==> src/rtl/fta_bridge_wide2narrow.sv <==
// ---------------------------------------------------------------------------
// fta_bridge_wide2narrow
// Sequential FTA width-down bridge. One wide request is split into one narrow
// beat per active narrow lane (ascending lane order); the in-order narrow
// responses are merged back into a single wide response.
//
// Ports
//   clk_i, rst_ni        clock, asynchronous active-low reset
//   wreq_*               wide request (cyc/we/adr/sel/dat/tid), wreq_stall_o busy
//   wresp_*              wide response (ack pulse, err, tid, adr, merged dat)
//   nreq_*               narrow beat (cyc/we/adr/sel/dat/tid), nreq_stall_i backpressure
//   nresp_*              narrow response (ack, err, dat)
//
// state  | meaning
// -------+-------------------------------------------------------------------
// IDLE   | no transaction; a wide request is captured when offered
// ISSUE  | issuing narrow beats for the remaining lanes of the issue mask
// WAIT   | all beats accepted, collecting the outstanding narrow responses
// RESP   | one-cycle wide response; a new request may be captured here
// ---------------------------------------------------------------------------
module fta_bridge_wide2narrow #(
   parameter int WIDE_W   = 256,
   parameter int NARROW_W = 64,
   parameter int ADR_W    = 32,
   parameter int TID_W    = 13,
   parameter int TIMEOUT  = 255
) (
   input  logic                  clk_i,
   input  logic                  rst_ni,
   input  logic                  wreq_cyc_i,
   input  logic                  wreq_we_i,
   input  logic [ADR_W-1:0]      wreq_adr_i,
   input  logic [WIDE_W/8-1:0]   wreq_sel_i,
   input  logic [WIDE_W-1:0]     wreq_dat_i,
   input  logic [TID_W-1:0]      wreq_tid_i,
   output logic                  wreq_stall_o,
   output logic                  wresp_ack_o,
   output logic                  wresp_err_o,
   output logic [TID_W-1:0]      wresp_tid_o,
   output logic [ADR_W-1:0]      wresp_adr_o,
   output logic [WIDE_W-1:0]     wresp_dat_o,
   output logic                  nreq_cyc_o,
   output logic                  nreq_we_o,
   output logic [ADR_W-1:0]      nreq_adr_o,
   output logic [NARROW_W/8-1:0] nreq_sel_o,
   output logic [NARROW_W-1:0]   nreq_dat_o,
   output logic [TID_W-1:0]      nreq_tid_o,
   input  logic                  nreq_stall_i,
   input  logic                  nresp_ack_i,
   input  logic                  nresp_err_i,
   input  logic [NARROW_W-1:0]   nresp_dat_i
);

   localparam int L   = WIDE_W / NARROW_W;
   localparam int NB  = NARROW_W / 8;
   localparam int WSB = $clog2(WIDE_W / 8);
   localparam int NSB = $clog2(NB);
   localparam int KW  = (L > 1) ? $clog2(L) : 1;
   localparam int TW  = (TIMEOUT > 1) ? $clog2(TIMEOUT + 1) : 1;
   localparam logic [TW-1:0] T_LOAD = TW'(TIMEOUT);

   typedef enum logic [1:0] {
      S_IDLE  = 2'd0,
      S_ISSUE = 2'd1,
      S_WAIT  = 2'd2,
      S_RESP  = 2'd3
   } state_t;

   state_t                state_q, state_d;
   logic [ADR_W-1:0]      adr_q;
   logic [WIDE_W/8-1:0]   sel_q;
   logic [WIDE_W-1:0]     dat_q;
   logic [TID_W-1:0]      tid_q;
   logic                  we_q;
   logic [L-1:0]          issue_q, pend_q;
   logic [WIDE_W-1:0]     rdat_q;
   logic                  err_q;
   logic [TW-1:0]         timer_q;

   logic [L-1:0]          lane_act, issue_clr, pend_clr;
   logic [KW-1:0]         k_issue, k_pend;
   logic                  capture, busy, accept, ack_hit, tmo_hit;
   logic [ADR_W-1:0]      adr_base;

   // lane activity of the offered request, and lowest-set-lane encoders
   always_comb begin
      lane_act = '0;
      k_issue  = '0;
      k_pend   = '0;
      for (int i = 0; i < L; i++) begin
         lane_act[i] = |wreq_sel_i[i*NB +: NB];
      end
      for (int i = L - 1; i >= 0; i--) begin
         if (issue_q[i]) k_issue = KW'(i);
         if (pend_q[i])  k_pend  = KW'(i);
      end
   end

   assign busy       = (state_q == S_ISSUE) || (state_q == S_WAIT);
   assign capture    = wreq_cyc_i && ((state_q == S_IDLE) || (state_q == S_RESP));
   assign nreq_cyc_o = (state_q == S_ISSUE) && (|issue_q);
   assign accept     = nreq_cyc_o && !nreq_stall_i;
   // acks with nothing pending (stray, or after a timeout) are dropped
   assign ack_hit    = busy && nresp_ack_i && (|pend_q);
   assign issue_clr  = accept  ? (L'(1) << k_issue) : '0;
   assign pend_clr   = ack_hit ? (L'(1) << k_pend)  : '0;
   // timer holds 1 on the last idle cycle before expiry; any traffic reloads it
   assign tmo_hit    = (TIMEOUT != 0) && busy && !accept && !ack_hit && (timer_q == TW'(1));

   always_comb begin
      state_d = state_q;
      case (state_q)
         S_IDLE, S_RESP: begin
            if (wreq_cyc_i) state_d = (|wreq_sel_i) ? S_ISSUE : S_RESP;
            else            state_d = S_IDLE;
         end
         S_ISSUE: begin
            if (tmo_hit)                                    state_d = S_RESP;
            else if (accept && ((issue_q & ~issue_clr) == '0)) state_d = S_WAIT;
         end
         S_WAIT: begin
            if (tmo_hit || ((pend_q & ~pend_clr) == '0)) state_d = S_RESP;
         end
         default: state_d = S_IDLE;
      endcase
   end

   always_ff @(posedge clk_i or negedge rst_ni) begin
      if (!rst_ni) state_q <= S_IDLE;
      else         state_q <= state_d;
   end

   always_ff @(posedge clk_i or negedge rst_ni) begin
      if (!rst_ni) begin
         adr_q   <= '0;
         sel_q   <= '0;
         dat_q   <= '0;
         tid_q   <= '0;
         we_q    <= 1'b0;
         issue_q <= '0;
         pend_q  <= '0;
         rdat_q  <= '0;
         err_q   <= 1'b0;
         timer_q <= '0;
      end else if (capture) begin
         adr_q   <= wreq_adr_i;
         sel_q   <= wreq_sel_i;
         dat_q   <= wreq_dat_i;
         tid_q   <= wreq_tid_i;
         we_q    <= wreq_we_i;
         issue_q <= lane_act;
         pend_q  <= lane_act;
         rdat_q  <= '0;
         err_q   <= ~|wreq_sel_i;
         timer_q <= T_LOAD;
      end else if (busy) begin
         if (tmo_hit) begin
            err_q   <= 1'b1;
            issue_q <= '0;
            pend_q  <= '0;
         end else begin
            issue_q <= issue_q & ~issue_clr;
            pend_q  <= pend_q & ~pend_clr;
            if (ack_hit) begin
               rdat_q[int'(k_pend)*NARROW_W +: NARROW_W] <= we_q ? '0 : nresp_dat_i;
               err_q <= err_q | nresp_err_i;
            end
            if (accept || ack_hit)   timer_q <= T_LOAD;
            else if (timer_q != '0)  timer_q <= timer_q - 1'b1;
         end
      end
   end

   assign adr_base = {adr_q[ADR_W-1:WSB], {WSB{1'b0}}};

   assign nreq_we_o  = nreq_cyc_o && we_q;
   assign nreq_adr_o = nreq_cyc_o ? (adr_base | (ADR_W'(k_issue) << NSB)) : '0;
   assign nreq_sel_o = nreq_cyc_o ? sel_q[int'(k_issue)*NB +: NB] : '0;
   assign nreq_dat_o = nreq_cyc_o ? dat_q[int'(k_issue)*NARROW_W +: NARROW_W] : '0;
   assign nreq_tid_o = nreq_cyc_o ? tid_q : '0;

   // stall is low whenever a request can be captured, including the response cycle
   assign wreq_stall_o = busy;
   assign wresp_ack_o  = (state_q == S_RESP);
   assign wresp_err_o  = wresp_ack_o && err_q;
   assign wresp_tid_o  = wresp_ack_o ? tid_q  : '0;
   assign wresp_adr_o  = wresp_ack_o ? adr_q  : '0;
   assign wresp_dat_o  = wresp_ack_o ? rdat_q : '0;

endmodule

==> config.mk <==
export PLATFORM = sky130hd
export DESIGN_NAME = fta_bridge_wide2narrow
export DESIGN_NICKNAME = d
export VERILOG_FILES = /design/src/rtl/fta_bridge_wide2narrow.sv
export SDC_FILE = /design/constraint.sdc
export NUM_CORES = 1
export LEC_CHECK = 0
export ABC_AREA = 0
export CAP_MARGIN = 25
export CORE_AREA = 2 2 318 320
export DETAILED_ROUTE_END_ITERATION = 12
export DIE_AREA = 0 0 320 322
export GPL_ROUTABILITY_DRIVEN = 0
export SLEW_MARGIN = 10
export SYNTH_ARGS = -nofsm -noshare
export SYNTH_HDL_FRONTEND = slang
export SYNTH_SLANG_ARGS = --single-unit
==> constraint.sdc <==
create_clock -name clk_i -period 2.8 [get_ports clk_i]
set_input_delay 0.56 -clock clk_i [delete_from_list [all_inputs] [get_ports clk_i]]
set_output_delay 0.56 -clock clk_i [all_outputs]
set_load 0.03 [all_outputs]
==> results.txt, run 1 <==
The type of the most critical hold path is in2reg. The H-tree depth is 3. The number of max-slew violations in the final report is 0. The portion of synthesized area spent on multiplexers is 3.06%. In this run the register-to-register setup slack is between 150 and 200 ps. The cell at the root of the clock tree is clkbuf_16. The number of nets in the layout came out at ~4400. The overall overflow remaining after global route is 0. The area of the core came out at 99600 µm².

In this run the vertical extent of the chip is 322 µm. Of all nets on the critical path, the largest fanout is 7. In this run the cell area measured after placement is between 30000 and 40000 µm².

The final reports fail on negative setup slack. The area fraction in compound gates after synthesis came out at 9.39%. Once routing completed, OpenROAD measured the worst setup slack at -491 ps. The sequential area share after synthesis is around 55%.

Leaving out fill and tap cells, the most frequent cell in the layout is nand2_1. After Yosys synthesis, XOR and XNOR cells account for 0.0315% of the synthesized area. The transition at the pin with the smallest max-transition slack came out at 769 ps. The clock drives 609 sinks. The fraction of registers with async set or reset after synthesis came out at 100%. Data on the critical path is required at its endpoint by 2240 ps. The first-pass detailed-route iteration total is 8. The number of instances in the synthesized netlist came out at 3141.

The post-DP HPWL is 73500 µm. The final-layout fill cell count is 9960. In the layout the commonest cells are nand2_1, dfrtp_1, clkdlybuf4s50_1.

The worst clock skew on the final layout came out at 23.4 ps. In this run the critical register-to-register path is captured at rdat_q[213]$_DFFE_PN0P_. The number of violations of the max-capacitance limit is 0. The total power of the final layout came out at 44900 µW. The fmax came out at between 0.3 and 0.4 GHz. After detailed routing, the number of remaining DRC violations is 0. The post-synthesis cell area is 27800 µm². The setup path with the least slack is of type reg2out.

The first global-routing pass estimated 159000 µm of wire. Cells with a size suffix above 1 make up 18.6% of the layout. The overall die area is 103000 µm². Summing the areas of all fa, ha and maj instances in the mapped netlist gives less than 1% of the synthesized area. For this run, the total global-route usage over all layers was measured as 20.2%. The final critical-path share of the clock period is 118%. The utilization after layout came out at about two fifths. The number of buffers inserted during clock tree synthesis is 71. The endpoint arrival time on the critical path is 2730 ps.

After clock tree synthesis, the clock-pin slew on the worst setup and hold paths is 60 ps. The average instance area after synthesis came out at 8.86 µm². The critical path launch point is issue_q[2]$_DFFE_PN0P_. The routed design could run at a clock period as short as 3290 ps. For the worst flop-to-flop path, the logic depth is 10. The number of library cell types mapped by synthesis is 54. The routed length per instance came out at 20.6 µm. Headroom to the max-slew limit came out at 48.6%. The growth of design area from synthesis to finish came out at 47.6%. Measured along the x axis, the die boundary spans 320 µm. Setup repair after global routing could not meet its margin everywhere. Following the worst setup path forward leads to its endpoint at nreq_dat_o[61]. The detail route stage leaves a number of antenna-violating nets equal to 0.

The endpoint class of the critical path is an output port. The per-cell via count in the routed design is 4.77. The maximum ir drop on the vdd rail is roughly 0.00063 V. The I/O pin count came out at 827. The routed layout has about 25000 vias.

The standard-cell row count came out at between 100 and 150. The static leakage power came out at 0.0202 µW. The total of endpoints with negative setup slack in the final report came out at 128. The synthesis-stage register bit count came out at 609.

The buffer levels on the longest clock path came out at 3. The kind of launch point of the worst setup path is a flip-flop. The number of flops mapped to enable cells by yosys came out at 0. The TritonCTS clock tree is yes. Of the total synthesized cell area, the portion taken by AND, OR, NAND and NOR gates is 28.7%. The final standard cell area without fillers came out at 41100 µm². The total power divided by cell area is 1090 nW/µm². The dominant combinational cell family by area after synthesis is simple AND/OR/NAND/NOR gates. The number of endpoints with negative hold slack in the final report came out at 0. The number of antenna violations at the first check in global routing came out at 12. In this run the tool buffered the top-level ports with 823 buffer cells. The post-detailed-routing wire length came out at 110000 µm. The dominant register cell in the synthesized netlist is dfrtp_1. The number of warnings printed during yosys synthesis is 0.

The final-layout setup total negative slack is -26390 ps. The flow ran to the end, but the final reports show violations. The clock latency reported for the late side of the worst-skew pair came out at 630 ps. The largest net degree at the start of global routing is 103.

The number of global-route vias before repair is 25000. The violation count after the first detailed-route iteration came out at 2093. The launch instance of the worst register-to-register path is state_q[1]$_DFFE_PN0P_. The initial standard-cell utilization of the core is 27.9%.
registers in the layout (all words and copies together) (netlist names), 4 cells and up:
register,flops
sel_q,32
tid_q,13
timer_q,8
rdat_q,256
adr_q,32
issue_q,4
dat_q,256
pend_q,4
report_power, final:
group          internal (µW)  switching, µW
registers              11700           1970
clock network           5800           3920
logic                   8490          13000
total                  26000          18900
cell usage after synthesis, drive strengths merged (2+ instances only):
library cell / instances / area, µm²
a31oi: 5 / 31.3
nor2: 89 / 337
nand2: 1273 / 4780
ha: 12 / 150
nor3: 7 / 35.0
nor2b: 4 / 25.0
buf: 75 / 374
o21ai: 205 / 1030
nand3: 5 / 35.0
and3: 2 / 12.5
nand2b: 69 / 432
a222oi: 72 / 721
o31ai: 65 / 488
o22ai: 2 / 12.5
dfrtp: 609 / 15200
inv: 11 / 41.3
nor4: 11 / 68.8
clkbuf: 151 / 567
o221ai: 2 / 17.5
a21boi: 3 / 22.5
mux2: 73 / 822
nor4b: 3 / 41.3
mux2i: 3 / 30.0
a21oi: 16 / 91.3
o41ai: 2 / 36.3
or3: 2 / 12.5
and2: 347 / 2170
a221oi: 3 / 26.3
o22a: 2 / 17.5
a21o: 5 / 45.0
stage by stage:
| step | hold WS [ps] | setup slack (ps) | instances |
|---|---|---|---|
| final | 458 | -491 | 5341 |
| after global routing | 432 | -591 | 5341 |
| after CTS | 397 | -525 | 5312 |
| after detailed placement | 456 | -37.5 | 5155 |
| after global placement | 451 | -48.4 | 5155 |
| after floorplan | 264 | 197 | 3143 |
cell type report:
| cell class | count | area [µm²] | area share (%) |
|---|---|---|---|
| repair buffers | 997 | 9850 | 24.0 |
| clock buffers | 101 | 2060 | 5.02 |
| flip-flops and latches | 609 | 15200 | 37.1 |
| well taps | 1298 | 1620 | 3.95 |
| clock inverters | 25 | 365 | 0.889 |
| inverters | 11 | 45.0 | 0.110 |
| multi-input cells | 2298 | 11900 | 28.9 |
| diodes | 2 | 5.00 | 0.0122 |
how the worst min path moves through the flow:
stage,startpoint,endpoint,depth (start not counted)
after floorplan,rst_ni,adr_q[0]$_DFFE_PN0P_,0
after global placement,rdat_q[46]$_DFFE_PN0P_,rdat_q[46]$_DFFE_PN0P_,2
after detailed placement,sel_q[14]$_DFFE_PN0P_,sel_q[14]$_DFFE_PN0P_,2
after CTS,wreq_tid_i[8],tid_q[8]$_DFFE_PN0P_,3
after global routing,wreq_dat_i[10],dat_q[10]$_DFFE_PN0P_,3
final,wreq_tid_i[8],tid_q[8]$_DFFE_PN0P_,3
routing by layer:
layer	vias to the layer above	global-route usage [%]	wire (µm)
li1	11900	-	-
met2	967	33.4	52500
met3	156	4.80	8370
met4	14	6.58	2840
met1	12500	25.9	46200
met5	-	0	97
worst max-delay path, cell delays in order (launching register included):
cell	delay (ps)
dfrtp_1	380
nand2b_4	150
a21o_4	250
buf_12	160
buf_6	130
mux2_4	290
a222oi_1	400
nor2_1	160
buf_4	200
logic make-up (layout without fill, tap and decap cells):
family / after synthesis / in the layout
AND/OR/NAND/NOR: 1815 / 1815
flip-flops: 609 / 609
AO/OA/AOI/OAI: 390 / 391
buffers and inverters: 237 / 1134
multiplexers: 76 / 76
adder cells (fa/ha/maj): 12 / 12
other: 1 / 5
XOR/XNOR: 1 / 1
repair_timing:
item | 4_1_cts | 5_1_grt
pin swaps | 74 | 36
cloned | 11 | 14
endpoints found under the hold margin | 33 | 0
resized for setup | 441 | 272
endpoints found under the setup margin | 418 | 291
setup buffers | 19 | 14
hold buffers | 1 | 0
No activity file was read; power rests on OpenSTA's default activity.
==> run 2, diff against run 1 <==
MAX_ROUTING_LAYER = met4   (was not set)
==> run 2 against run 1 <==
The run still ends with negative setup slack left. Fmax is 0.60% lower. Non-clock buffer count is 2 lower. Final cell count is 0.13% higher. Register-to-register slack hardly changed. Die area stayed put. Clock-buffer cell count stayed put. Setup slack worse by 20 ps. Clock power hardly changed. Global-route usage is 0.60 points higher. Combinational power hardly changed. Hold slack worse by 0.73 ps. Via count is 0.13% higher. Critical path type unchanged. Critical endpoint unchanged. Largest cell class unchanged.
==> results.txt, run 2 (synthesized netlist as in run 1, its figures left out) <==
The initial standard-cell utilization of the core came out at 27.9% (unchanged). The slowest stage of the critical path is the a222oi_1 cell. The sequential cell fraction of total power was 30.6% (about the same). The buffer levels on the longest clock path came out at 3 (unchanged). The number of global-route vias before repair came out at 25000 (+0.040%). In this design, the critical path's most frequently occurring cell is buf_4. The endpoint class of the critical path is an output port.

The wire length of the first global-routing pass came out at 159000 µm (about the same). The combinational share of power came to 47.8% (about the same). The overall overflow remaining after global route is 0 (unchanged). The number of nets in the layout is 4402 (-0.045%). The logic depth of the worst register-to-register path is 11 (+1). The die height is 322 µm (unchanged).

The final-layout fill cell count came out at 9948 (-0.12%). The utilization after layout came out at 41.2% (-0.055 points). The first-pass detailed-route iteration total is 8 (unchanged). The transition at the pin with the smallest max-transition slack is 785 ps (+15.8 ps). The class of the most critical setup path is reg2out. Setup repair after global routing could not meet its margin everywhere. The count of buffering cells on the critical path with inverters included is 3 (unchanged). The path class of the tightest hold or removal check is in2reg.

The static leakage power is 0.0201 µW (-0.19%). The worst slew margin relative to its limit is 47.6% (-1.1 points). The library cells used most frequently in the layout, excluding fill and tap cells, are nand2_1, dfrtp_1, clkdlybuf4s50_1. The area of the core is 99600 µm² (unchanged). The H-tree depth came out at 3 (unchanged). The register-to-register setup slack is 150 ps (about the same).

The quantity of I/O buffers inserted on ports is 823 (unchanged). The violation count after the first detailed-route iteration is 2046 (-2.2%). The number of antenna violations at the first check in global routing came out at 11 (-1). In this run the critical register-to-register path is captured at issue_q[2]$_DFFE_PN0P_. TritonCTS built the clock tree. The maximum ir drop on the vdd rail came to 0.000636 V (+0.27%).

The standard-cell row count came to 116 (unchanged). The maximum fanout encountered on the critical timing path is 7 (unchanged). The critical path data required time is 2240 ps (about the same).

The delay of the slowest critical-path stage is 400 ps (about the same). The hold-critical path depth is 3 (unchanged). The endpoint arrival time on the critical path is 2750 ps (+20 ps).

The part of the total power dissipated in the clock network was 21.6% (about the same). The number of buffers inserted during clock tree synthesis came to 71 (unchanged). The combined global-route utilization of all metal layers is 20.8% (+0.60 points). The final-layout setup total negative slack was -30380 ps (-3990 ps). The smallest setup slack after layout came out at -511 ps (-19.9 ps). The largest registers in the layout are dat_q x256, rdat_q x256.

The sink count of the clock tree is 609 (unchanged). The chip width came out at 320 µm (unchanged). On the critical path the largest part of the delay comes from compound AO/OA/AOI/OAI gates. The number of max-slew violations in the final report came out at 0 (unchanged). STA classifies the critical path startpoint as a flip-flop.

The worst clock skew on the final layout came out at 21.1 ps (-2.32 ps). The post-DP HPWL is 73500 µm (unchanged). The number of endpoints with negative hold slack in the final report was 0 (unchanged). The clock transition at the registers of the reported paths came out at 60 ps (about the same). The post-detailed-routing wire length is 110000 µm (-0.31%).

The internal power came out at 26000 µW (-0.15%). The share of layout cells above drive strength 1 came out at 18.9% (+0.28 points). The switching share of power came out at 42.0% (about the same). The clock latency reported for the late side of the worst-skew pair is 630 ps (about the same). The checks that failed: negative setup slack.

The growth of design area from synthesis to finish came out at 47.4%. The post-route minimum period was 3310 ps (+19.9 ps). The detailed-route DRC error count is 0 (unchanged). The total power of the final layout is 44800 µW (-0.11%).

The final critical-path share of the clock period came to 118% (+0.71 points). The switching power is 18800 µW (about the same). After detailed routing, no signal wire sits above met4. The number of violations of the max-capacitance limit came to 0 (unchanged).

The fmax is 0.302 GHz (-0.60%). Leaving out fill and tap cells, the most frequent cell in the layout is nand2_1. The residual antenna-violating net count after detailed routing is 0 (unchanged). The I/O pin count came to 827 (unchanged).

The largest net degree at the start of global routing came out at 103 (unchanged). The per-cell via count in the routed design is 4.77 (about the same). The startpoint identified for the worst register-to-register timing path is issue_q[0]$_DFFE_PN0P_.

The met2 wire length is 52200 µm (-0.56%). The routed length per instance is 20.5 µm (-0.44%). The total of endpoints with negative setup slack in the final report came out at 139 (+8.6%). The wire length on met1 is 46300 µm (+0.17%). The overall die area is 103000 µm² (unchanged). The signal on the critical path passes through nand2b_4 -> a21o_4 -> buf_12 -> buf_4 -> mux2_4 -> a222oi_1 -> nor2_1 -> buf_4. In this run the most critical hold path is launched from wreq_tid_i[8]. The path with the worst hold slack has its endpoint at tid_q[8]$_DFFE_PN0P_. The total power divided by cell area came out at 1090 nW/µm² (about the same). The met3 layer wire length in the routed design is 8450 µm (+0.87%). The via count came out at 25500 (+0.13%). The cell sitting at the root of the clock tree is a clkbuf_16. The flow ran to the end, but the final reports show violations.
-- run 2: changes by cell type in the layout (fill, tap and decap cells not counted), sizes merged --
cell / before / now
dlygate4sd2: 89 / 79
clkdlybuf4s15: 6 / 8
clkbuf: 167 / 174
diode: 2 / 11
buf: 432 / 431
-- run 2: metrics by stage --
step                      instance area [µm²]  setup slack, ps  hold slack [ps]  instances
after floorplan                         27800              197              264       3143
after global placement                  37800            -48.4              451       5155
after detailed placement                37800            -37.5              456       5155
after CTS                               40500             -525              397       5312
after global routing                    41000             -593              432       5346
final                                   41000             -511              458       5348
-- run 2: timing repair --
action	4_1_cts	5_1_grt
hold buffers	1	0
setup endpoints to repair	418	291
hold endpoints to repair	33	0
resized for setup	441	279
gates cloned	11	13
buffers inserted	19	13
pin swaps	74	36
-- run 2: cell type report --
class | instances | area [µm²] | area share (%)
Clock buffer | 101 | 2060 | 5.02
Tap cell | 1298 | 1620 | 3.96
Timing Repair Buffer | 995 | 9760 | 23.8
Antenna cell | 11 | 27.5 | 0.0671
Clock inverter | 25 | 365 | 0.891
Inverter | 11 | 45.0 | 0.110
Sequential cell | 609 | 15200 | 37.2
Multi-Input combinational cell | 2298 | 11900 | 29.0
-- run 2: how the worst max path moves through the flow --
stage / cells past startpoint / endpoint / start
2_1_floorplan: 6 / nreq_dat_o[10] / issue_q[2]$_DFFE_PN0P_
3_3_place_gp: 8 / nreq_dat_o[26] / issue_q[3]$_DFFE_PN0P_
3_5_place_dp: 8 / nreq_dat_o[26] / issue_q[3]$_DFFE_PN0P_
4_1_cts: 8 / nreq_dat_o[26] / issue_q[2]$_DFFE_PN0P_
5_1_grt: 8 / nreq_dat_o[61] / issue_q[2]$_DFFE_PN0P_
6_report: 8 / nreq_dat_o[61] / issue_q[2]$_DFFE_PN0P_
-- run 2: layer usage --
layer	GRT usage [%]	vias up
li1	-	11900
met4	6.40	0
met2	33.4	1022
met1	26.0	12400
met5	-	-
met3	4.64	148
-- run 2: power by group through the flow --
stage	sequential [µW]	combinational, µW	clock (µW)
2_1_floorplan	12900	12100	0
3_3_place_gp	13700	19300	0
3_5_place_dp	13800	19500	0
4_1_cts	13700	20500	9930
5_1_grt	14000	23200	10300
6_report	13700	21400	9710
-- run 2: worst reg2reg max path, delay by kind of cell (launching register included) --
family | cells | cell delay [ps]
flip-flops | 1 | 430
buffers and inverters | 6 | 930
AO/OA/AOI/OAI | 5 | 1160
